==> src/rtl/fifo_sync.sv <==
// Single-clock FIFO over an inferred two-port RAM: wrapping pointers, occupancy count,
// registered full/empty/almost flags, and sticky overflow/underflow bits.
module fifo_sync #(
  parameter int WIDTH    = 8,
  parameter int DEPTH    = 256,
  parameter int AF_LEVEL = 252,
  parameter int AE_LEVEL = 4
) (
  input  logic                         i_clk,
  input  logic                         i_rst_l,
  input  logic                         i_wr_dv,
  input  logic [WIDTH-1:0]             i_wr_data,
  output logic                         o_full,
  output logic                         o_af_flag,
  input  logic                         i_rd_en,
  output logic                         o_rd_dv,
  output logic [WIDTH-1:0]             o_rd_data,
  output logic                         o_empty,
  output logic                         o_ae_flag,
  output logic [$clog2(DEPTH+1)-1:0]   o_count,
  output logic                         o_overflow,
  output logic                         o_underflow
);

  localparam int AW = (DEPTH > 1) ? $clog2(DEPTH) : 1;
  localparam int CW = $clog2(DEPTH + 1);

  localparam logic [AW-1:0] PTR_LAST = AW'(DEPTH - 1);
  localparam logic [CW-1:0] DEPTH_C  = CW'(DEPTH);
  localparam logic [CW-1:0] AF_C     = CW'(AF_LEVEL);
  localparam logic [CW-1:0] AE_C     = CW'(AE_LEVEL);

  logic [WIDTH-1:0] mem_q [DEPTH];

  logic [AW-1:0]    wr_ptr_q, wr_ptr_d;
  logic [AW-1:0]    rd_ptr_q, rd_ptr_d;
  logic [CW-1:0]    count_q, count_d;
  logic             full_q, full_d;
  logic             empty_q, empty_d;
  logic             af_q, af_d;
  logic             ae_q, ae_d;
  logic             ovf_q, ovf_d;
  logic             udf_q, udf_d;
  logic             rd_dv_q, rd_dv_d;
  logic [WIDTH-1:0] rd_data_q, rd_data_d;
  logic             wr_ok, rd_ok;

  always_comb begin
    wr_ok     = i_wr_dv & ~full_q;
    rd_ok     = i_rd_en & ~empty_q;
    wr_ptr_d  = wr_ptr_q;
    rd_ptr_d  = rd_ptr_q;
    count_d   = count_q;
    rd_data_d = rd_data_q;
    rd_dv_d   = rd_ok;

    // Explicit wrap compare keeps non-power-of-two depths correct.
    if (wr_ok) wr_ptr_d = (wr_ptr_q == PTR_LAST) ? '0 : wr_ptr_q + AW'(1);
    if (rd_ok) begin
      rd_ptr_d  = (rd_ptr_q == PTR_LAST) ? '0 : rd_ptr_q + AW'(1);
      rd_data_d = mem_q[rd_ptr_q];
    end

    case ({wr_ok, rd_ok})
      2'b10:   count_d = count_q + CW'(1);
      2'b01:   count_d = count_q - CW'(1);
      default: count_d = count_q;
    endcase

    // Flags follow the next count so they move on the same edge as o_count.
    full_d  = (count_d == DEPTH_C);
    empty_d = (count_d == '0);
    af_d    = (count_d >= AF_C);
    ae_d    = (count_d <= AE_C);
    ovf_d   = ovf_q | (i_wr_dv & full_q);
    udf_d   = udf_q | (i_rd_en & empty_q);
  end

  always_ff @(posedge i_clk) begin
    if (!i_rst_l) begin
      wr_ptr_q  <= '0;
      rd_ptr_q  <= '0;
      count_q   <= '0;
      full_q    <= 1'b0;
      empty_q   <= 1'b1;
      af_q      <= 1'b0;
      ae_q      <= 1'b1;
      ovf_q     <= 1'b0;
      udf_q     <= 1'b0;
      rd_dv_q   <= 1'b0;
      rd_data_q <= '0;
    end else begin
      wr_ptr_q  <= wr_ptr_d;
      rd_ptr_q  <= rd_ptr_d;
      count_q   <= count_d;
      full_q    <= full_d;
      empty_q   <= empty_d;
      af_q      <= af_d;
      ae_q      <= ae_d;
      ovf_q     <= ovf_d;
      udf_q     <= udf_d;
      rd_dv_q   <= rd_dv_d;
      rd_data_q <= rd_data_d;
    end
  end

  // RAM is not reset; a write in a reset cycle must still be blocked.
  always_ff @(posedge i_clk) begin
    if (i_rst_l && wr_ok) mem_q[wr_ptr_q] <= i_wr_data;
  end

  assign o_full      = full_q;
  assign o_empty     = empty_q;
  assign o_af_flag   = af_q;
  assign o_ae_flag   = ae_q;
  assign o_count     = count_q;
  assign o_overflow  = ovf_q;
  assign o_underflow = udf_q;
  assign o_rd_dv     = rd_dv_q;
  assign o_rd_data   = rd_data_q;

endmodule

==> config.mk <==
export PLATFORM = sky130hd
export DESIGN_NAME = fifo_sync
export DESIGN_NICKNAME = d
export VERILOG_FILES = /design/src/rtl/fifo_sync.sv
export SDC_FILE = /design/constraint.sdc
export NUM_CORES = 2
export LEC_CHECK = 0
export CORE_ASPECT_RATIO = 1.5
export CORE_UTILIZATION = 45
export CTS_CLUSTER_DIAMETER = 100
export CTS_CLUSTER_SIZE = 25
export DETAILED_ROUTE_END_ITERATION = 10
export SLEW_MARGIN = 20
export SYNTH_ARGS = -nofsm -noshare
export SYNTH_HDL_FRONTEND = slang
export SYNTH_SLANG_ARGS = --single-unit
==> constraint.sdc <==
create_clock -name i_clk -period 3.4 [get_ports i_clk]
set_input_delay 0.68 -clock i_clk [delete_from_list [all_inputs] [get_ports i_clk]]
set_output_delay 0.68 -clock i_clk [all_outputs]
set_load 0.05 [all_outputs]
# [Word-level counts from Yosys, hierarchy flattened]
# Memory sizes are Yosys's and may differ from the RTL's. A register that Yosys moved wholly into a read port is not among the register bits.
# Cells that the tools add are included.
[op_classes] n_addsub=4 mul=0 n_div=0 order_cmp=2 eq_ne=5 shifts=0 muxes=5 n_bitwise=8 n_reduce_logical=3
[ops] op="$pmux 9 s2" count=1
[ops] op="$add 8x1->8 const B" count=2
[ops] op="$eq 8x8->1 const B" count=2
[ops] op="$mux 8" count=2
[ops] op="$add 9x1->9 const B" count=1
[ops] op="$eq 9x9->1 const B" count=1
[ops] op="$ge 9x8->1 const B" count=1
[ops] op="$le 9x3->1 const B" count=1
[ops] op="$logic_not 9->1" count=1
[ops] op="$sub 9x1->9 const B" count=1
[ops] op="$and 1x1->1" count=4
[ops] op="$eq 2x1->1 const B" count=1
[ops] op="$eq 2x2->1 const B" count=1
[ops] op="$mux 1" count=2
[ops] op="$not 1->1" count=2
[ops] op="$or 1x1->1" count=2
[ops] op="$logic_and 1x1->1" count=1
[ops] op="$logic_not 1->1" count=1
[word_totals] reg_bits=32 latch_bits=0 ramBits=2048 mem_bits_ro=0 input_bits=12 output_inout_bits=24 word_cells=38 memories=1
[mem_list] name="mem_q" words=256 width=8 read_ports=1 rd_ports_with_merged_regs=1 wr=1 line="33" source="logic [WIDTH-1:0] mem_q [DEPTH];"

# [Longest topological paths before layout]
[logic_depth] word_depth=5 mapped_depth=14 depth_no_buf=13

# [Worst setup path before layout]
# OpenSTA, ideal clock, no wires.
[synth_timing] path_type="input to register" start="input port i_wr_dv" end="register full_q (netlist: o_full)" setup_ns=0.092 arrival_time_ns=3.118 t_required_ns=3.308 setup_slack_ns=0.190 cell_stages=13 n_path_buf=1 path_cell_list="nor2b_1 -> inv_1 -> nand2_1 -> xnor2_1 -> ha_1 -> clkbuf_1 -> or3_1 -> a21oi_1 -> a2111oi_0 -> nor4_1 -> xor2_1 -> nand2_1 -> nor4_1"
[synth_between] elab_chain_len=4 word_cells_on_any_way=5 cone_classes="3 x eq/ne; 1 x mux; 1 x bitwise"
[synth_lines] element="start: declaration" line="11" source="input logic i_wr_dv,"
[synth_lines] element="$and 1x1->1 (*)" line="49" source="wr_ok = i_wr_dv & ~full_q;"
[synth_lines] element="$eq 2x1->1 / $eq 2x2->1 (equally long branches)" line="64" source="case ({wr_ok, rd_ok})"
[synth_lines] element="$pmux 9 s2 (*)" line="64"
[synth_lines] element="$eq 9x9->1 (*)" line="71" source="full_d = (count_d == DEPTH_C);"
[synth_lines] element="end signal: assignment" line="96" source="full_q <= full_d;"
[synth_lines] element="end: declaration" line="38" source="logic full_q, full_d;"
# Mark *: on every way between the ends. The rest lies on a longest branch, timed or not.
# A chain may end at the register's enable or synchronous reset.

==> metrics.txt <==
Syn-to-layout area delta=11.84%; H-tree depth=3; Die Width=350.4 um; CP cell instances=buf_12 > buf_12 > mux4_2 > a22oi_1 > a21oi_1 > a2111oi_0 > buf_4 > a221oi_1 > buf_4 > a221o_1; number of global-route vias before repair=42970; CP max stage delay=530 ps; number of synthesized register bits=2088; Worst Setup End Kind=flop; post-route ant nets=0; most frequent cell after synthesis=edfxtp_1; post-layout minimum cycle time=3333 ps; yosys warns=0; status=finished, final reports clean; Filler Cell Count=14480; FP Rows=191; Lkg Pwr=0.02832 uW; Reg clk slew, reported paths=100 ps; post-synthesis sequential area ratio=76.05%; Num Clock Sinks=2088; Reg2Reg Capture Point=o_rd_data[2]; most used flip-flop cell after synthesis=edfxtp_1; PwrDens=505.4 nW/um^2; Die Y=524.6 um; Worst Path Required=4020 ps; vias per inst=6.068; critical path depth=10; FF-to-FF Start=rd_ptr_q[0]; wire per inst=31.87 um; Tcrit/Tclk final=98.02%; FF-to-FF setup slack=70 ps; GR Overflow Total=0; CP top delay family=compound AO/OA/AOI/OAI gates; Post-Synthesis Cells=4112; Final Non-Filler Cells=7007; Ports=36; Slew @ Worst Pin=959.2 ps; CTS buffer count=93; Synth Area per Inst=19.92 um^2; # nets final=4591; fraction of registers with async set/reset=0%; detailed-route DRC error count=0; DR vias=42520; CTS max path bufs=3; share of layout cells above drive strength 1=25.30%; EDFF count, synth=2048; root buffer cell=clkbuf_16; maximum clock rate=0.3001 GHz; Max Used Layer=met4; DIE AREA=183800 um^2; setup ws final=67.26 ps; worst hold slack=481.4 ps; # placed instances=6889; met2 wire length=113.8 mm; critical-path maximum fanout=18; initial antenna violation count=8; R2R cell count=10; most instantiated cells after synthesis=2048 x edfxtp_1, 408 x mux4_2, 318 x nor2_1, 280 x mux2i_1, 119 x clkbuf_1; Initial Util=45.34%; crit path launch=rd_ptr_q[0]; crit path capture=o_rd_data[2]; clk_skew=32.74 ps; CP arrival=3960 ps; Worst Path Buf+Inv=4; Post-DP HPWL=146.3 mm; Post-Synthesis Net Count=4131; Setup CP Type=reg -> reg; Total GRT Usage=24.37%; Synth area leader=edfxtp_1; post-CTS setup buffer count=0; Netlist cell types=69; Hold Path Depth=1; GP Congestion=0.9023; CTS tree=done; hold crit path type=in -> reg; global-route wire length before repair=318.5 mm; dpl ws=-157.6 ps; final setup violation count=0; Routed met1 length=85.89 mm; ranking of synthesized cells by area=edfxtp_1 75%, mux4_2 11%, mux2i_1 3.4%; core area=180700 um^2; max_cap viols=0; Critical Path Start Type=flop; final-report max-slew violation count=0; drt first pass iters=7; latest clock arrival within the worst-skew pair=760 ps; Buffers on Ports=35; CP max stage cell=mux4_2; Peak VDD IR=0.4154 mV; total wire length=223.3 mm; Final Hold Fails=0; Syn Std Cell Area=81920 um^2; DRT iter0 DRCs=4747; Routed met3 length=14.80 mm; pin count of the biggest net entering global routing=97; top cell type's share of synthesized area=75.07%; RSZ-0062 raised after global routing=false; Slew HR=36.06%
metrics by stage:
stage | utilization [%] | area, um^2 | total power, uW | TNS [ps]
CTS | 50.70 | 91590 | 46590 | 0
floorplan | - | 81920 | 32360 | 0
finish | 50.71 | 91620 | 46300 | 0
global placement | 49.31 | 89090 | 34200 | -1153
detailed placement | 49.31 | 89090 | 34230 | -563.0
global route | 50.71 | 91620 | 47600 | 0
cell usage in the layout (no fill, tap or decap), types with 14 or more instances in the layout:
cell             Yosys  final
a22oi_1             51     49
a221oi_1            38     37
a21oi_1             89     89
nor2_1             318    315
nor3_1              33     33
nand3_1             31     31
nand2_1            114    100
a31oi_1             17     17
mux2i_1            280    280
dfxtp_1             40     34
mux2_2              14     14
o21ai_0             46     46
o221ai_1            54     54
edfxtp_1          2048   2048
o22ai_1             33     33
a221o_1             15     15
a211oi_1            25     25
mux4_2             408    408
clkdlybuf4s50_1      0     27
clkbuf_16            0     95
clkbuf_1           119     16
buf_4               25    531
buf_12               2     58
power by group:
part	internal [uW]	switching [uW]	total [uW]
clock network	5110	7590	12700
logic	2370	2880	5250
registers	28200	107	28400
total	35700	10600	46300
timing repair:
| item | 4_1_cts | 5_1_grt |
|---|---|---|
| endpoints found under the setup margin | 0 | 3 |
| hold buffers | 0 | 0 |
| gates resized for setup | 0 | 4 |
state kept, by name (all words and copies together) (netlist names), 8 cells and up:
signal,count
mem_q,2048
o_count,9
o_rd_data,8
rd_ptr_q,8
wr_ptr_q,8
how the worst min path moves through the flow:
| stage | from | endpoint | slack, ps |
|---|---|---|---|
| floorplan | wr_ptr_q[3] | wr_ptr_q[3] | 500 |
| global placement | o_underflow | o_underflow | 450 |
| detailed placement | o_underflow | o_underflow | 470 |
| CTS | i_wr_data[3] | mem_q[0][3] | 460 |
| global route | i_wr_data[3] | mem_q[0][3] | 490 |
| finish | i_wr_data[3] | mem_q[0][3] | 480 |
metal layers:
metal	up-vias	global-route usage (%)
li1	17710	-
met1	22780	32.14
met2	1719	41.68
met3	313	2.696
met4	0	8.786
met5	-	0
worst register-to-register path, cell delays in order (launching register included):
cell       delay, ps
dfxtp_4          520
buf_12           250
buf_12           250
mux4_2           540
a22oi_1          270
a21oi_1          160
a2111oi_0        500
buf_4            220
a221oi_1         110
buf_4            170
a221o_1          250
area by class of cell:
type / instances / area [um^2] / share of cell area (%)
antenna: 2 / 5.005 / 0.005463
multi-input combinational: 1753 / 18200 / 19.86
clock inverter: 5 / 66.31 / 0.07238
inverter: 12 / 50.05 / 0.05463
sequential: 2088 / 62320 / 68.02
tap: 2412 / 3018 / 3.294
clock buffer: 111 / 2437 / 2.660
timing repair buffer: 624 / 5528 / 6.033
cells by family after synthesis:
group           after synthesis  share of synthesized area (%)
simple gates                580                          3.046
fa+ha+maj                     7                         0.1069
compound gates              444                          3.866
flops                      2088                          76.05
buf+inv                     271                          1.888
mux                         702                          14.83
xor+xnor                     20                         0.2138
(Power assumes the default switching activity.)
